**config.mk**
```make
export PLATFORM = sky130hd
export DESIGN_NAME = stopwatch_ctrl
export DESIGN_NICKNAME = d
export VERILOG_FILES = /design/src/rtl/stopwatch_ctrl_pkg.sv /design/src/rtl/stopwatch_ctrl_key_conditioner.sv /design/src/rtl/stopwatch_ctrl.sv
export SDC_FILE = /design/constraint.sdc
export NUM_CORES = 1
export LEC_CHECK = 0
export ABC_AREA = 1
export CAP_MARGIN = 10
export CORE_ASPECT_RATIO = 1.25
export CORE_MARGIN = 3
export CORE_UTILIZATION = 55
export CTS_CLUSTER_DIAMETER = 120
export DETAILED_ROUTE_END_ITERATION = 10
export PLACE_DENSITY = 0.78
export REMOVE_ABC_BUFFERS = 1
export SLEW_MARGIN = 20
export SYNTH_ARGS = -nofsm -noshare
export SYNTH_HDL_FRONTEND = slang
export SYNTH_SLANG_ARGS = --single-unit
export TNS_END_PERCENT = 50
```
**constraint.sdc**
```tcl
create_clock -name clock -period 1.63 [get_ports clock]
set_input_delay 0.2445 -clock clock [delete_from_list [all_inputs] [get_ports clock]]
set_output_delay 0.2445 -clock clock [all_outputs]
set_load 0.01 [all_outputs]
```
**src/rtl/stopwatch_ctrl_pkg.sv**
```systemverilog
// Shared state codes, blank masks and the set-mode wrap helper for the stopwatch controller.
package stopwatch_ctrl_pkg;

    typedef enum logic [1:0] {
        ST_STOP     = 2'd0,
        ST_RUN      = 2'd1,
        ST_SET_MIN  = 2'd2,
        ST_SET_HOUR = 2'd3
    } state_t;

    localparam logic [3:0] MASK_MIN  = 4'b0011;
    localparam logic [3:0] MASK_HOUR = 4'b1100;

    // Out-of-range presets (from a live count above the modulus) fall back to 0.
    function automatic logic [7:0] wrap_inc(input logic [7:0] val, input logic [7:0] max);
        logic [7:0] nxt;
        nxt = val + 8'd1;
        return ((nxt == max) || (val >= max)) ? 8'd0 : nxt;
    endfunction

endpackage

```
**src/rtl/stopwatch_ctrl_key_conditioner.sv**
```systemverilog
// Raw active-low key -> 2-FF synchroniser, Tick-sampled debounce, one-clock press pulse on accepted 1->0.
module key_conditioner #(
    parameter int DEB_TICKS = 2
) (
    input  logic clock,
    input  logic reset_n,
    input  logic tick,
    input  logic key_n,
    output logic press
);

    logic [1:0] sync;
    logic       cand;
    logic       level;
    logic       level_d;
    logic [3:0] deb_cnt;

    always_ff @(posedge clock or negedge reset_n) begin
        if (!reset_n) begin
            sync    <= 2'b11;
            cand    <= 1'b1;
            level   <= 1'b1;
            level_d <= 1'b1;
            deb_cnt <= 4'd0;
        end else begin
            sync    <= {sync[0], key_n};
            level_d <= level;
            if (tick) begin
                // Down-counter reloads on every sample change; terminal count accepts the candidate.
                if (sync[1] != cand) begin
                    cand    <= sync[1];
                    deb_cnt <= 4'(DEB_TICKS - 1);
                    if (DEB_TICKS == 1) level <= sync[1];
                end else begin
                    if (deb_cnt == 4'd1) level <= cand;
                    if (deb_cnt != 4'd0) deb_cnt <= deb_cnt - 4'd1;
                end
            end
        end
    end

    assign press = level_d & ~level;

endmodule

```
**src/rtl/stopwatch_ctrl.sv**
```systemverilog
// Stopwatch/clock control FSM: run/stop, clear, time-set and page select from three debounced keys.
// Optional build macro LAP_FREEZE_EN: in RUN, inc toggles Freeze instead of the display page.
module stopwatch_ctrl
    import stopwatch_ctrl_pkg::*;
#(
    parameter int DEB_TICKS   = 2,
    parameter int BLINK_TICKS = 50,
    parameter int MIN_MAX     = 60,
    parameter int HOUR_MAX    = 12
) (
    input  logic       clock,
    input  logic       reset_n,
    input  logic       tick,
    input  logic       key_start_n,
    input  logic       key_mode_n,
    input  logic       key_inc_n,
    input  logic [7:0] cur_min,
    input  logic [7:0] cur_hour,
    output logic       run_en,
    output logic       clr,
    output logic [7:0] set_min,
    output logic [7:0] set_hour,
    output logic       load_min,
    output logic       load_hour,
    output logic       disp_sel,
    output logic [3:0] blank_mask,
    output logic       freeze,
    output logic [1:0] state
);

    localparam logic [15:0] BLINK_LOAD = 16'(BLINK_TICKS - 1);
    localparam logic [7:0]  MIN_MOD    = 8'(MIN_MAX);
    localparam logic [7:0]  HOUR_MOD   = 8'(HOUR_MAX);

    state_t      st;
    logic [15:0] blink_cnt;
    logic        phase;
    logic        p_start, p_mode, p_inc;
    logic        go_start, go_mode, go_inc;

    key_conditioner #(.DEB_TICKS(DEB_TICKS)) u_key_start (
        .clock(clock), .reset_n(reset_n), .tick(tick), .key_n(key_start_n), .press(p_start));
    key_conditioner #(.DEB_TICKS(DEB_TICKS)) u_key_mode (
        .clock(clock), .reset_n(reset_n), .tick(tick), .key_n(key_mode_n), .press(p_mode));
    key_conditioner #(.DEB_TICKS(DEB_TICKS)) u_key_inc (
        .clock(clock), .reset_n(reset_n), .tick(tick), .key_n(key_inc_n), .press(p_inc));

    // Same-cycle presses: start wins, then mode; losers are dropped.
    assign go_start = p_start;
    assign go_mode  = p_mode & ~p_start;
    assign go_inc   = p_inc & ~p_start & ~p_mode;

`ifdef LAP_FREEZE_EN
    logic freeze_q;
    assign freeze = freeze_q;
`else
    assign freeze = 1'b0;
`endif

    always_ff @(posedge clock or negedge reset_n) begin
        if (!reset_n) begin
            st        <= ST_STOP;
            run_en    <= 1'b0;
            clr       <= 1'b0;
            set_min   <= 8'd0;
            set_hour  <= 8'd0;
            load_min  <= 1'b0;
            load_hour <= 1'b0;
            disp_sel  <= 1'b0;
            blink_cnt <= BLINK_LOAD;
            phase     <= 1'b0;
`ifdef LAP_FREEZE_EN
            freeze_q  <= 1'b0;
`endif
        end else begin
            clr       <= 1'b0;
            load_min  <= 1'b0;
            load_hour <= 1'b0;
            if (tick) begin
                if (blink_cnt == 16'd0) begin
                    blink_cnt <= BLINK_LOAD;
                    phase     <= ~phase;
                end else begin
                    blink_cnt <= blink_cnt - 16'd1;
                end
            end
            case (st)
                ST_STOP: begin
                    if (go_start) begin
                        st     <= ST_RUN;
                        run_en <= 1'b1;
                    end else if (go_mode) begin
                        st        <= ST_SET_MIN;
                        set_min   <= cur_min;
                        set_hour  <= cur_hour;
                        disp_sel  <= 1'b1;
                        blink_cnt <= BLINK_LOAD;
                        phase     <= 1'b0;
                    end else if (go_inc) begin
                        clr <= 1'b1;
                    end
                end
                ST_RUN: begin
                    if (go_start) begin
                        st     <= ST_STOP;
                        run_en <= 1'b0;
`ifdef LAP_FREEZE_EN
                        freeze_q <= 1'b0;
`endif
                    end else if (go_inc) begin
`ifdef LAP_FREEZE_EN
                        freeze_q <= ~freeze_q;
`else
                        disp_sel <= ~disp_sel;
`endif
                    end
                end
                ST_SET_MIN: begin
                    if (go_start) begin
                        st <= ST_STOP;
                    end else if (go_mode) begin
                        st        <= ST_SET_HOUR;
                        blink_cnt <= BLINK_LOAD;
                        phase     <= 1'b0;
                    end else if (go_inc) begin
                        set_min  <= wrap_inc(set_min, MIN_MOD);
                        load_min <= 1'b1;
                    end
                end
                ST_SET_HOUR: begin
                    if (go_start || go_mode) begin
                        st <= ST_STOP;
                    end else if (go_inc) begin
                        set_hour  <= wrap_inc(set_hour, HOUR_MOD);
                        load_hour <= 1'b1;
                    end
                end
                default: st <= ST_STOP;
            endcase
        end
    end

    always_comb begin
        blank_mask = 4'b0000;
        if (phase) begin
            if (st == ST_SET_MIN)  blank_mask = MASK_MIN;
            if (st == ST_SET_HOUR) blank_mask = MASK_HOUR;
        end
    end

    assign state = st;

endmodule

```
==> out/summary.md, run 1 <==
• **most frequent standard cell in the layout excluding fill and tap cells** sky130_fd_sc_hd__nand2_1
• **start-to-end type of the worst setup path** register to primary output
• **Detailed Route WL** 7650 um
• **number of different library cells in the post-synthesis netlist** 40
• **outcome** finished clean
• **vias in the first global route** 2977
• **residual overflow from global routing** 0
• **Max Fanout on Critical Path** 5
• **maximum number of pins on one net before global-route repair** 68
• **total via count in the routed design** 3171
• **antenna viol nets, final** 0
• **area share of and/or/nand/nor cells after synthesis** 25.1%
• **die span in x** 79.4 um
• **non-filler instance count after layout** 621
• **crit path DAT** 1.34 ns
• **clock tree buffer depth** 2
• **Inserted Diodes** 0
• **power density of the placed cells** 1780 nW/um2
• **number of register bits inferred by synthesis** 67
• **Die Ht** 97.8 um
• **final-report setup violation count** 0
• **layout overhead on the synthesized area** 27.9%
• **initial standard-cell utilization of the core** 58.3%
• **count of buffers from port buffering** 48
• **Cells after Synth** 452
• **final net count** 569
• **synthesized area** 3710 um2
• **detailed-route vias per instance** 5.11
• **Pre-Repair DR Iteration Count** 4
• **setup slack, reg-to-reg** 0.06 ns
• **CP Launch Type** register
• **portion of netlist area occupied by mux cells** 0%
• **number of max-cap violations** 0
• **share of cells above drive strength 1** 21.6%
• **xor/xnor cell area share of the yosys netlist** 4.72%
• **reg-to-reg critical path endpoint** blink_cnt[14]$_DFF_PN0_
• **cell type with the largest total area after synthesis** sky130_fd_sc_hd__dfrtp_1
• **overall die area** 7770 um2
• **WP data required** 1.39 ns
• **weighted congestion at the end of routability-driven global placement** 0.859
• **endpoint with the worst hold slack** u_key_mode.sync[0]$_DFF_PN1_
• **RSZ-0062 raised after global routing** yes
• **syn avg cell area** 8.20 um2
• **adder and majority gate portion of the synthesized area** 5.40%
• **number of rows in the core area** 32
• **Clock Latency Late Sink** 0.34 ns
• **main combinational cell family by area after synthesis** simple AND/OR/NAND/NOR gates
• **share of synthesized area occupied by flip-flops and latches** 45.8%
• **cts bufs inserted** 9
• **max frequency** 0.630 GHz
• **total track usage** 19.9%
• **fraction of the mapped netlist area in compound gates** 10.9%
• **classification of the worst-slack hold path** primary input to register
• **Leakage Power** 2.26 nW
• **number of DRC violations after detailed routing** 0
• **ranking of synthesized cells by area** sky130_fd_sc_hd__dfrtp_1, sky130_fd_sc_hd__dfstp_2, sky130_fd_sc_hd__nand2_1
• **number of DRC markers in iteration 0** 150
• **Tcrit/Tclk final** 97.4%
• **Yosys Warn Count** 0
• **largest vdd supply drop** 0.000939 V
• **area share of the largest cell type after synthesis** 33.1%
• **clock transition at the registers of the reported paths** 0.07 ns
• **Setup crit end kind** primary output
• **Worst Reg2Reg Path Length in Cells** 10
• **wire length of the first global-routing pass** 12600 um
• **minimum clock period after layout** 1.59 ns
• **sum of internal, switching and leakage power** 0.00845 W
• **I/O pin cnt** 50
• **root buf cell** sky130_fd_sc_hd__clkbuf_8
• **instance count after placement with tap cells included** 597
• **antenna violations before repair** 0
• **Placeable Area** 6370 um2
• **maximum level of the CTS H-tree** 3
• **Final HPWL DP** 5320 um
• **number of endpoints with negative hold slack in the final report** 0
• **most used cells in the layout excluding fill and tap cells** sky130_fd_sc_hd__nand2_1, sky130_fd_sc_hd__nor2_1, sky130_fd_sc_hd__inv_1, sky130_fd_sc_hd__dfrtp_1, sky130_fd_sc_hd__clkdlybuf4s50_1
• **count of clock tree sinks** 67
• **final routed wire length divided by cell count** 12.3 um
• **pins over their slew limit** 0
• **reg-to-reg startpoint** blink_cnt[1]$_DFF_PN0_
• **Clock Skews** 0.0109 ns
• **TritonCTS clock tree** done
• **number of cells on the worst hold path** 1
• **startpoint of the lowest-slack hold path** key_mode_n
logic make-up after synthesis:
logic type | Yosys count
compound gates | 72
buf+inv | 69
xor+xnor | 20
simple gates | 207
fa+ha+maj | 16
flops | 67
other cells | 1
synthesized netlist by cell type (all sizes together):
library cell,instances
a21boi,4
conb,1
ha,16
or2,3
xnor2,5
clkbuf,2
dfrtp,49
inv,60
nor4,1
nand2,85
o31ai,6
nand3,30
o22ai,2
o21ai,30
dfstp,18
nand3b,1
xor2,15
nand4,5
buf,6
nor2,79
a21oi,29
nor3,3
clkinv,1
o21a,1
worst max-delay path by stage:
stage,from,endpoint,slack (ns),depth (start not counted)
finish,state[1]$_DFFE_PN0P_,state[1],0.04,3
global route,blink_cnt[1]$_DFF_PN0_,blink_cnt[14]$_DFF_PN0_,-0.11,10
CTS,set_min[2]$_DFFE_PN0P_,set_min[2],0.002,1
detailed placement,tick,blink_cnt[14]$_DFF_PN0_,-0.06,8
global placement,tick,blink_cnt[14]$_DFF_PN0_,0.02,8
floorplan,blink_cnt[0]$_DFF_PN1_,blink_cnt[15]$_DFF_PN0_,0.07,9
repair_timing:
item | 4_1_cts | 5_1_grt
endpoints found under the setup margin | 10 | 36
hold buffers | 1 | 0
gates resized for setup | 19 | 31
pin swaps | 0 | 9
gates cloned | 0 | 1
buffers inserted | 2 | 5
endpoints found under the hold margin | 49 | 0
area by class of cell:
cell class                      count  area (um2)
Multi-Input combinational cell    317        1840
Clock inverter                      5        27.5
Sequential cell                    67        1700
Fill cell                         476        1620
Clock buffer                       11         151
Inverter                           61         241
Timing Repair Buffer               75         673
Tap cell                           85         106
sequential cells by signal, indices dropped and copies added (netlist names), 2 cells and up:
name                 flops
set_hour                 8
u_key_start.deb_cnt      4
state                    2
u_key_start.sync         2
u_key_inc.deb_cnt        4
u_key_mode.deb_cnt       4
blink_cnt               16
set_min                  8
u_key_mode.sync          2
u_key_inc.sync           2
routing by layer:
metal	GRT usage, %	share of wire, %	up-vias	routed length [um]
met2	33.8	50	66	3810
met1	25.1	45	1505	3450
met3	3.69	3.9	7	300
li1	-	-	1593	-
met5	0	0	-	0
met4	7.14	1.1	0	85
metrics by stage:
| step | cell area, um2 | hold slack, ns | setup TNS, ns | setup WS [ns] | utilization [%] |
|---|---|---|---|---|---|
| floorplan | 3650 | -0.0511 | 0 | 0.0662 | - |
| global placement | 4400 | 0.288 | 0 | 0.0199 | 69.1 |
| detailed placement | 4400 | 0.290 | -0.0672 | -0.0605 | 69.1 |
| CTS | 4590 | 0.294 | 0 | 0.00185 | 72.1 |
| global route | 4740 | 0.311 | -0.302 | -0.107 | 74.5 |
| finish | 4740 | 0.305 | 0 | 0.0418 | 74.5 |
critical path, stage by stage, from the launching register on:
cell	delay, ns
sky130_fd_sc_hd__dfrtp_1	0.40
sky130_fd_sc_hd__buf_4	0.16
sky130_fd_sc_hd__buf_4	0.16
sky130_fd_sc_hd__dlygate4sd2_1	0.29
where the power goes:
part	switching, W	internal, W
Clock	0.000627	0.000624
Sequential	0.000598	0.00239
Combinational	0.00238	0.00183
Total	0.00360	0.00485
No activity file was read; power rests on OpenSTA's default activity.
==> run 2: changes to the inputs <==
CELL_PAD_IN_SITES_DETAIL_PLACEMENT = 2   (was unset)
CELL_PAD_IN_SITES_GLOBAL_PLACEMENT = 2   (was unset)
CORE_UTILIZATION = 33   (was 55)
CTS_CLUSTER_SIZE = 16   (was unset)
==> run 2 against run 1 <==
The flow now finishes with violations (negative setup slack). Clock power rose by 48%. Flip-flop and latch count did not move. Final area rose by 15%. Die area rose by 62%. Sequential share of layout area fell by 4.6 points. Cell count rose by 12%. First-iteration DRC count fell by 33%. Via count rose by 12%. Critical path depth rose by 6. Critical path type is now register to register. Critical endpoint is now blink_cnt[10]$_DFF_PN0_. Highest routed layer unchanged.
==> out/summary.md, run 2 (synthesis results as in run 1) <==
• **clock tree buffer depth** 2
• **worst slack at placement** -0.0721 ns
• **die span in x** 101 um
• **layout overhead on the synthesized area** 47.4%
• **antenna viol nets, final** 0
• **Setup crit end kind** register
• **count of clock tree sinks** 67
• **final-report setup violation count** 10
• **minimum clock period after layout** 1.82 ns
• **cell area reported after detailed placement** 4530 um2
• **highest-delay cell along the critical path** sky130_fd_sc_hd__dfrtp_1
• **max frequency** 0.549 GHz
• **cell family with most CP delay** simple AND/OR/NAND/NOR gates
• **Stages on worst setup path** 9
• **crit path setup slack, layout** -0.191 ns
• **initial standard-cell utilization of the core** 34.4%
• **final net count** 597
• **Clock Skews** 0.0144 ns
• **Internal Dissipation** 0.00590 W
• **Max Fanout on Critical Path** 3
• **setup slack, reg-to-reg** -0.19 ns
• **pins over their slew limit** 0
• **number of endpoints with negative hold slack in the final report** 0
• **met3 wire length** 341 um
• **count of buffers from port buffering** 48
• **Most common cell on crit path** sky130_fd_sc_hd__inv_2
• **most flop-heavy register** blink_cnt
• **Worst Reg2Reg Path Length in Cells** 9
• **total via count in the routed design** 3567
• **slowest cell delay on critical path** 0.40 ns
• **fraction of power consumed by the clock network** 16.9%
• **flip-flop count of the largest register after layout** 16
• **total negative slack** -0.726 ns
• **fraction of power spent switching nets** 45.9%
• **clock transition at the registers of the reported paths** 0.06 ns
• **number of buffer and inverter stages on the critical path** 3
• **I/O pin cnt** 50
• **power density of the placed cells** 2000 nW/um2
• **most frequent standard cell in the layout excluding fill and tap cells** sky130_fd_sc_hd__nand2_1
• **ordered cell list for the critical path** inv_2 > ha_4 > inv_2 > nor3_4 > nand4_1 > nor2_2 > buf_4 > xor2_1 > nor2_1
• **number of DRC violations after detailed routing** 0
• **total track usage** 19.8%
• **number of rows in the core area** 42
• **number of DRC markers in iteration 0** 100
• **outcome** complete, but fails checks
• **crit path DAT** 2.04 ns
• **classification of the worst-slack hold path** primary input to register
• **overall die area** 12600 um2
• **Pre-Repair DR Iteration Count** 4
• **cts bufs inserted** 9
• **CP Launch Type** register
• **share of cells above drive strength 1** 34.9%
• **Placeable Area** 10800 um2
• **net load switching power** 0.00500 W
• **maximum number of pins on one net before global-route repair** 68
• **WP data required** 1.85 ns
• **sequential fraction of design power** 28.9%
• **non-filler instance count after layout** 696
• **crit path capture** blink_cnt[10]$_DFF_PN0_
• **Final HPWL DP** 7800 um
• **instance count after placement with tap cells included** 653
• **Tcrit/Tclk final** 112%
• **RSZ-0062 raised after global routing** yes
• **number of max-cap violations** 0
• **Inserted Diodes** 0
• **start-to-end type of the worst setup path** register to register
• **violated checks** negative setup slack
• **combinational cell fraction of total power** 54.2%
• **finished layout cell area** 5470 um2
• **startpoint of the worst setup timing path** blink_cnt[1]$_DFF_PN0_
• **TritonCTS clock tree** done
• **root buf cell** sky130_fd_sc_hd__clkbuf_16
• **metal1 wirelength** 5900 um
• **maximum level of the CTS H-tree** 3
• **most used cells in the layout excluding fill and tap cells** sky130_fd_sc_hd__nand2_1, sky130_fd_sc_hd__inv_1, sky130_fd_sc_hd__nor2_1, sky130_fd_sc_hd__buf_4, sky130_fd_sc_hd__dfrtp_1
• **final routed wire length divided by cell count** 20.4 um
• **reg-to-reg critical path endpoint** blink_cnt[10]$_DFF_PN0_
• **Fill cells** 1148
• **Clock Latency Late Sink** 0.35 ns
• **reg-to-reg startpoint** blink_cnt[1]$_DFF_PN0_
• **largest vdd supply drop** 0.000797 V
• **largest registers ranked by flip-flop count** blink_cnt (16), set_hour (8), set_min (8)
• **Detailed Route WL** 14200 um
• **antenna violations before repair** 0
• **top layer in use** met4
• **weighted congestion at the end of routability-driven global placement** 0.784
• **vias in the first global route** 3921
• **detailed-route vias per instance** 5.13
• **WHS** 0.310 ns
• **Met2 Routed Length** 7760 um
• **wire length of the first global-routing pass** 19600 um
• **residual overflow from global routing** 0
• **Leakage Power** 2.50 nW
• **Die Ht** 125 um
-- run 2: cell count changes in the layout (fill, tap and decap cells not counted), sizes merged --
cell / delta
clkinv: -3
dlygate4sd2: -1
dlymetal6s2s: +3
clkdlybuf4s50: -2
buf: +27
clkinvlp: +2
inv: +1
clkbuf: +1
-- run 2: worst register-to-register path: stages, from the launching register on --
cell	delay, ns
sky130_fd_sc_hd__dfrtp_1	0.40
sky130_fd_sc_hd__inv_2	0.09
sky130_fd_sc_hd__ha_4	0.15
sky130_fd_sc_hd__inv_2	0.05
sky130_fd_sc_hd__nor3_4	0.20
sky130_fd_sc_hd__nand4_1	0.21
sky130_fd_sc_hd__nor2_2	0.23
sky130_fd_sc_hd__buf_4	0.15
sky130_fd_sc_hd__xor2_1	0.16
sky130_fd_sc_hd__nor2_1	0.07
-- run 2: layout make-up --
cell class	count	area [um2]	share of cell area [%]
inverters	61	249	4.56
clock buffers	12	246	4.51
flip-flops and latches	67	1710	31.3
repair inverters	1	8.76	0.160
repair buffers	102	931	17.0
well taps	132	165	3.02
clock inverters	4	27.5	0.504
multi-input cells	317	2130	39.0
-- run 2: per-stage QoR --
stage | total power [W] | util [%]
after global routing | 0.0117 | 50.7
after global placement | 0.00695 | 42.0
after floorplan | 0.00547 | -
after CTS | 0.00944 | 45.7
after detailed placement | 0.00728 | 42.0
final | 0.0109 | 50.7
-- run 2: power groups by stage --
stage	Sequential, W	Combinational, W	Clock (W)
finish	0.00315	0.00591	0.00185
CTS	0.00300	0.00457	0.00187
detailed placement	0.00303	0.00425	0
global placement	0.00298	0.00397	0
global route	0.00325	0.00651	0.00198
floorplan	0.00302	0.00245	0
-- run 2: worst min path at each step --
stage	from	to	slack, ns	cells after the start
6_report	key_mode_n	u_key_mode.sync[0]$_DFF_PN1_	0.31	1
3_5_place_dp	reset_n	set_hour[2]$_DFFE_PN0P_	0.30	2
3_3_place_gp	reset_n	set_hour[3]$_DFFE_PN0P_	0.30	2
4_1_cts	key_mode_n	u_key_mode.sync[0]$_DFF_PN1_	0.30	1
2_1_floorplan	reset_n	blink_cnt[10]$_DFF_PN0_	-0.05	0
5_1_grt	key_inc_n	u_key_inc.sync[0]$_DFF_PN1_	0.30	1
-- run 2: routing by layer --
| layer | vias to the layer above | GRT usage [%] |
|---|---|---|
| met5 | - | 0 |
| met4 | 0 | 7.38 |
| met3 | 14 | 2.80 |
| met2 | 59 | 35.8 |
| met1 | 1844 | 23.0 |
| li1 | 1650 | - |
-- run 2: what timing repair did --
item | in CTS | in global routing
hold buffers | 1 | 0
pin swaps | 5 | 36
endpoints found under the setup margin | 36 | 45
cloned | 1 | 1
endpoints found under the hold margin | 49 | 0
buffers inserted | 8 | 16
resized for setup | 32 | 108
